[src/rtl/mem_fifo_tester.sv]
// Memory-to-memory copy harness: feature memory -> FIFO -> weight memory.
// Loaded on port_A, streamed on start, read back on port_D.
module mem_fifo_tester #(
  parameter int DATA_W     = 8,
  parameter int MEM_DEPTH  = 16,
  parameter int FIFO_DEPTH = 8
) (
  input  logic              clk,
  input  logic              rst,
  input  logic [DATA_W-1:0] port_A,
  input  logic              W_en,
  input  logic              s_sig,
  input  logic              R_en,
  output logic [DATA_W-1:0] port_D,
  output logic              xfer_busy,
  output logic              xfer_done
);

  localparam int AW = $clog2(MEM_DEPTH);
  localparam int FW = $clog2(FIFO_DEPTH);
  localparam int DL = MEM_DEPTH - 1;
  localparam logic [AW:0]   SRC_END  = MEM_DEPTH[AW:0];
  localparam logic [AW-1:0] DST_LAST = DL[AW-1:0];

  typedef enum logic [1:0] {
    IDLE,
    XFER,
    DONE
  } state_e;

  state_e state_q, state_d;

  logic [AW-1:0]     wa_q, wa_d;
  logic [AW:0]       src_q, src_d;
  logic [AW-1:0]     dst_q, dst_d;
  logic [AW-1:0]     ra_q, ra_d;
  logic [FW:0]       wp_q, wp_d;
  logic [FW:0]       rp_q, rp_d;
  logic [DATA_W-1:0] pd_q, pd_d;

  logic [DATA_W-1:0] feat_mem_q [MEM_DEPTH];
  logic [DATA_W-1:0] wgt_mem_q  [MEM_DEPTH];
  logic [DATA_W-1:0] fifo_q     [FIFO_DEPTH];

  logic feat_we;
  logic fifo_we;
  logic wgt_we;
  logic empty;
  logic full;
  logic push;
  logic pop;

  assign empty = (wp_q == rp_q);
  assign full  = (wp_q[FW] != rp_q[FW]) &&
                 (wp_q[FW-1:0] == rp_q[FW-1:0]);

  assign push = (state_q == XFER) && !full &&
                (src_q != SRC_END);
  assign pop  = (state_q == XFER) && !empty;

  // Next-state, counter and write-enable logic
  always_comb begin
    state_d = state_q;
    wa_d    = wa_q;
    src_d   = src_q;
    dst_d   = dst_q;
    ra_d    = ra_q;
    wp_d    = wp_q;
    rp_d    = rp_q;
    pd_d    = pd_q;
    feat_we = 1'b0;
    fifo_we = 1'b0;
    wgt_we  = 1'b0;
    unique case (state_q)
      IDLE: begin
        if (W_en) begin
          feat_we = 1'b1;
          wa_d    = wa_q + AW'(1);
        end
        if (R_en) begin
          pd_d = wgt_mem_q[ra_q];
          ra_d = ra_q + AW'(1);
        end
        if (s_sig) begin
          state_d = XFER;
          src_d   = '0;
          dst_d   = '0;
          ra_d    = '0;
          wp_d    = '0;
          rp_d    = '0;
        end
      end
      XFER: begin
        if (push) begin
          fifo_we = 1'b1;
          src_d   = src_q + (AW+1)'(1);
          wp_d    = wp_q + (FW+1)'(1);
        end
        if (pop) begin
          wgt_we = 1'b1;
          dst_d  = dst_q + AW'(1);
          rp_d   = rp_q + (FW+1)'(1);
          if (dst_q == DST_LAST) begin
            state_d = DONE;
          end
        end
      end
      DONE: begin
        if (R_en) begin
          pd_d = wgt_mem_q[ra_q];
          ra_d = ra_q + AW'(1);
        end
        if (!s_sig) begin
          state_d = IDLE;
        end
      end
      default: begin
        state_d = IDLE;
      end
    endcase
    if (rst) begin
      feat_we = 1'b0;
      fifo_we = 1'b0;
      wgt_we  = 1'b0;
    end
  end

  // Control registers with synchronous reset
  always_ff @(posedge clk) begin
    if (rst) begin
      state_q <= IDLE;
      wa_q    <= '0;
      src_q   <= '0;
      dst_q   <= '0;
      ra_q    <= '0;
      wp_q    <= '0;
      rp_q    <= '0;
      pd_q    <= '0;
    end else begin
      state_q <= state_d;
      wa_q    <= wa_d;
      src_q   <= src_d;
      dst_q   <= dst_d;
      ra_q    <= ra_d;
      wp_q    <= wp_d;
      rp_q    <= rp_d;
      pd_q    <= pd_d;
    end
  end

  // Storage arrays keep contents across reset
  always_ff @(posedge clk) begin
    if (feat_we) begin
      feat_mem_q[wa_q] <= port_A;
    end
    if (fifo_we) begin
      fifo_q[wp_q[FW-1:0]] <= feat_mem_q[src_q[AW-1:0]];
    end
    if (wgt_we) begin
      wgt_mem_q[dst_q] <= fifo_q[rp_q[FW-1:0]];
    end
  end

  assign port_D    = pd_q;
  assign xfer_busy = (state_q == XFER);
  assign xfer_done = (state_q == DONE);

endmodule

[config.mk]
export PLATFORM = sky130hd
export DESIGN_NAME = mem_fifo_tester
export DESIGN_NICKNAME = d
export VERILOG_FILES = /design/src/rtl/mem_fifo_tester.sv
export SDC_FILE = /design/constraint.sdc
export NUM_CORES = 1
export LEC_CHECK = 0
export ABC_AREA = 1
export CORE_ASPECT_RATIO = 2
export CORE_MARGIN = 4
export CORE_UTILIZATION = 30
export CTS_CLUSTER_DIAMETER = 30
export DETAILED_ROUTE_END_ITERATION = 6
export PLACE_DENSITY_LB_ADDON = 0.25
export SYNTH_ARGS = -nofsm -noshare
export SYNTH_HDL_FRONTEND = slang
export SYNTH_SLANG_ARGS = --single-unit
[constraint.sdc]
create_clock -name clk -period 3.1 [get_ports clk]
set_input_delay 0.465 -clock clk [delete_from_list [all_inputs] [get_ports clk]]
set_output_delay 0.465 -clock clk [all_outputs]
set_load 0.1 [all_outputs]
# Yosys cells after proc, flatten, opt, wreduce, memory -nomap -nowiden
# Memories as Yosys holds them, arrays and structs flattened. A register that Yosys moved wholly into a read port is not among the register bits.
# Index checks and enable logic that the tools add are counted.
[totals]
regBits = 27
rom_bits = 0
ram_bits = 320
latch_bits = 0
mem_count = 3
wordCells = 80
[op_classes]
n_eq_ne = 12
reduce_logical = 15
shifts = 0
muxes = 37
mul = 0
div_mod_pow = 0
add_sub_neg = 6
magnitude_cmp = 0
bitwise = 0
[memory_table]
columns = ["name", "depth", "width", "read_ports", "rd_ports_with_merged_regs", "wr", "line", "text"]
rows = [
  ["feat_mem_q", 16, 8, 1, 1, 1, "41", "logic [DATA_W-1:0] feat_mem_q [MEM_DEPTH];"],
  ["wgt_mem_q", 16, 8, 1, 1, 1, "42", "logic [DATA_W-1:0] wgt_mem_q [MEM_DEPTH];"],
  ["fifo_q", 8, 8, 1, 1, 1, "43", "logic [DATA_W-1:0] fifo_q [FIFO_DEPTH];"],
]
[ops]
columns = ["op", "count"]
rows = [
  ["two-way mux 4 bit", 8],
  ["case mux 4 bit (2 select lines)", 4],
  ["adder 4 x 1 -> 4 bit, second input constant", 5],
  ["two-way mux 1 bit", 15],
  ["two-way mux 5 bit", 2],
  ["case mux 5 bit (2 select lines)", 1],
  ["two-way mux 2 bit", 4],
  ["two-way mux 3 bit", 2],
  ["inequality test 2 x 1 -> 1 bit, second input constant", 3],
  ["case mux 2 bit (3 select lines)", 1],
  ["AND reduction 3 bit", 2],
  ["adder 5 x 1 -> 5 bit, second input constant", 1],
  ["inequality test 5 bit, second input constant", 1],
  ["== test 4 bit", 1],
  ["== test 4 bit, second input constant", 1],
  ["logical AND 1 bit", 4],
  ["inequality test 2 bit, second input constant", 2],
  ["AND reduction 2 bit", 2],
  ["AND reduction 4 bit", 1],
  ["nonzero test 2 bit", 2],
  ["== test 3 bit", 1],
  ["== test 2 x 1 -> 1 bit, second input constant", 1],
  ["== test 2 bit, second input constant", 1],
  ["logical NOT 1 bit", 2],
  ["other kinds (3)", 3],
]

# Longest topological paths before layout
[logic_depth]
word_depth = 10
ltp_mapped = 11
ltp_nobuf = 10

# Worst setup path after synthesis
# No wires, ideal clock.
[synth_path]
kind = "reg2out"
startpoint = "register state_q[1]"
endpoint = "output xfer_done"
path_stages_with_launch = 3
setup_slack_ns = 0.965
arrival_ns = 1.670
cell_sequence = "dfxtp_1 -> inv_2 -> nor2_1"
[synth_between]
elab_chain_cells = 1
[synth_rtl]
columns = ["item", "line", "text"]
rows = [
  ["start, declared", "31", "state_e state_q, state_d;"],
  ["start signal, assigned", "140", "state_q <= state_d;"],
  ["== test 2 bit", "166", "assign xfer_done = (state_q == DONE);"],
  ["end, declared", "16", "output logic xfer_done"],
]
# Every way passes these cells.

# Worst setup path after layout
[layout_path]
startpoint = "register src_q[0]"
endpoint = "memory fifo_q[6][2] (enable)"
[layout_between]
elab_chain_cells = 7
[layout_rtl]
columns = ["item", "line", "text"]
rows = [
  ["start, declared", "34", "logic [AW:0] src_q, src_d;"],
  ["start signal, assigned", "142", "src_q <= src_d;"],
  ["inequality test 5 bit", "58", "(src_q != SRC_END);"],
  ["logical AND 1 bit", "57", "assign push = (state_q == XFER) && !full &&"],
  ["two-way mux 1 bit", "94", "if (push) begin"],
  ["two-way mux 1 bit", "74", "unique case (state_q)"],
  ["two-way mux 1 bit", "121", "if (rst) begin"],
  ["two-way mux 1 bit", "156", "if (fifo_we) begin"],
  ["two-way mux 1 bit (implied by the code)", "157", "fifo_q[wp_q[FW-1:0]] <= feat_mem_q[src_q[AW-1:0]];"],
  ["end, declared", "43", ""],
]
# Every way passes these cells.

==> flow_metrics.tcl <==
set metrics [dict create \
    gp_congestion 0.850 \
    hold_buffers 0 \
    coreArea_um2 49200 \
    wl_um 39400 \
    synth_compound_area_share_pct 6.24 \
    relSlewSlack_pct 39.8 \
    fp-row-count 115 \
    cts_resized 0 \
    ys_ff_latch 362 \
    num_vias 9680 \
    wire_per_inst_um 18.9 \
    vdd_drop_max_mv 0.380 \
    io_pins 23 \
    final_common_cell "edfxtp_1" \
    htree_levels 2 \
    drt_iter0_markers 412 \
    cp-start-kind "flop" \
    grt_pass1_wl_um 59400 \
    final_cell_mix "edfxtp_1, nand2_1, nand3_1" \
    overflow 0 \
    criticalPathCategory "flop to flop" \
    worstSetupEndpointType "flop" \
    yosysUniqueCellTypes 34 \
    fmax_mhz 430 \
    setup_viol 0 \
    postCtsSetupBuffers 0 \
    cts.clk_slew.worst_paths_ps 50 \
    synth_xor_area_share_pct 0.293 \
    cts_tree "yes" \
    cts_sinks 362 \
    area_growth_pct 18.3 \
    yosys.area_share.simple_pct 17.7 \
    grt_max_degree 129 \
    cts_buffers 46 \
    maxCapViolations 0 \
    synth_top_family_by_area "simple AND/OR/NAND/NOR gates" \
    worstMarginPinSlew_ps 900 \
    p_per_area_nw_per_um2 680 \
    max_stage_delay_ps 570 \
    setup_tns_ps 0 \
    skew_ps 29.1 \
    synth.cell_area_um2 15000 \
    dieArea_um2 53700 \
    layout.nets 1436 \
    drc 0 \
    synth_area_per_cell_um2 11.1 \
    numPortBuffers 22 \
    ant_nets 0 \
    clk_latency_ps 560 \
    drive_above_1_share_pct 12.0 \
    clockBufferDepth 3 \
    hp-class "flop to flop" \
    fin_util_pct 36.0 \
    diodes 0 \
    slowest_stage "nor2_1" \
    leakage_nw 6.45 \
    period_share_pct 75.0 \
    path_cells "inv_1 -> ha_1 -> a31oi_1 -> nand2_2 -> nor2_2 -> nand2_1 -> nor2_1" \
    final_max_slew_viol_count 0 \
    synth_fp_nets 1371 \
    synthMuxAreaShare_pct 0 \
    synth_fa_ha_area_share_pct 1.09 \
    die_w_um 166 \
    root_buffer "clkbuf_16" \
    initial_utilization_pct 30.4 \
    outcome "finished, final reports clean" \
    critPathRequiredTime_ps 3290 \
    ys_seq_area_share_pct 69.9 \
    crit_fanout 8 \
    dr.pass1.iters 4 \
    yosys_warnings 0 \
    post-route-min-period_ps 2320 \
    hpwl_um 28100 \
    arrival_ps 2510 \
    grt_pass1_vias 10000 \
    viasPerCell 4.64 \
    grt_use_total_pct 14.6 \
    grt_setup_unrepaired "false" \
    hold_viol_final 0 \
    die-height_um 324 \
    antenna_found_initial 0 \
    postSynthCellCount 1345 \
]
## routing by layer
metal	GRT usage, %	wire length, um	part of all wire (%)
met4	7.21	1970	5.0
met1	12.7	12500	32
met3	1.68	1130	2.9
met5	0	0	0
met2	31.4	23800	60
## critical path: cells and delay by family, from the launching register on
kind	cells	cell delay (ps)
and+or+nand+nor	4	1100
AOI/OAI and AO/OA	1	200
adders and majority gates	1	200
DFF	1	390
buffers and inverters	1	80
## state kept, by name (all words and copies together), names as in the netlist, named ones only
signal and count:
dst_q 4, feat_mem_q 128, fifo_q 64, port_D 8
ra_q 4, rp_q 4, src_q 5, state_q 2
wa_q 4, wgt_mem_q 128, wp_q 4
## cell usage after synthesis
library cell,instances,area share [%]
nor3_1,3,0.10
buf_6,1,0.075
nand2_2,3,0.13
a22oi_1,2,0.10
nand3_2,1,0.067
nor4_1,2,0.084
buf_1,3,0.075
buf_2,26,0.87
a211oi_1,1,0.050
o32ai_1,16,0.94
xor2_1,2,0.12
xnor2_1,3,0.18
inv_2,6,0.15
o211ai_1,32,1.6
nand4_1,8,0.33
nor2_1,135,3.4
clkbuf_1,39,0.98
o21ai_0,57,1.9
inv_1,103,2.6
a21oi_1,45,1.5
or2_2,2,0.084
nor2_2,1,0.042
a31oi_1,1,0.042
nand3_1,167,5.6
nand2_4,2,0.15
o21ai_1,1,0.033
nor3_2,1,0.067
edfxtp_1,320,64
ha_1,13,1.1
dfxtp_1,42,5.6
nand2_1,301,7.6
a31o_2,1,0.059
nor2_4,1,0.075
clkinv_1,4,0.10
## kinds of logic (layout without fill, tap and decap cells)
| group | Yosys count | after routing |
|---|---|---|
| compound gates | 156 | 156 |
| xor+xnor | 5 | 5 |
| fa+ha+maj | 13 | 13 |
| buf+inv | 182 | 282 |
| flops | 362 | 362 |
| simple gates | 627 | 627 |
## where the power goes
part	leakage, nW	internal [mW]	switching (mW)
Combinational	2.49	0.297	0.909
Clock	0.739	3.11	2.15
Sequential	3.22	5.52	0.0611
Total	6.45	8.92	3.12
## metrics by stage
| stage | hold WS (ps) | instance area (um^2) | power (mW) | instances | setup slack, ps |
|---|---|---|---|---|---|
| floorplan | 462 | 15000 | 6.37 | 1345 | 965 |
| global placement | 483 | 16200 | 6.92 | 2005 | 491 |
| detailed placement | 486 | 16200 | 6.92 | 2005 | 371 |
| CTS | 499 | 17700 | 12.2 | 2088 | 762 |
| global route | 552 | 17700 | 12.5 | 2088 | 554 |
| finish | 502 | 17700 | 12.0 | 2088 | 775 |
## layout make-up
cell class                 count  area [um^2]
multi-input combinational    801         3780
tap                          643          805
inverter                     113          424
clock inverter                31          334
timing repair buffer          86          701
sequential                   362        10500
clock buffer                  52         1190
fill                        4899        31500
## worst paths after layout
kind             from           end  slack, ps  cells past startpoint
max reg2reg  src_q[0]  fifo_q[6][2]        780                      7
min          src_q[0]      src_q[0]        500                      1
max          src_q[0]  fifo_q[6][2]        780                      7
min reg2reg  src_q[0]      src_q[0]        500                      1
(Power assumes the default switching activity.)
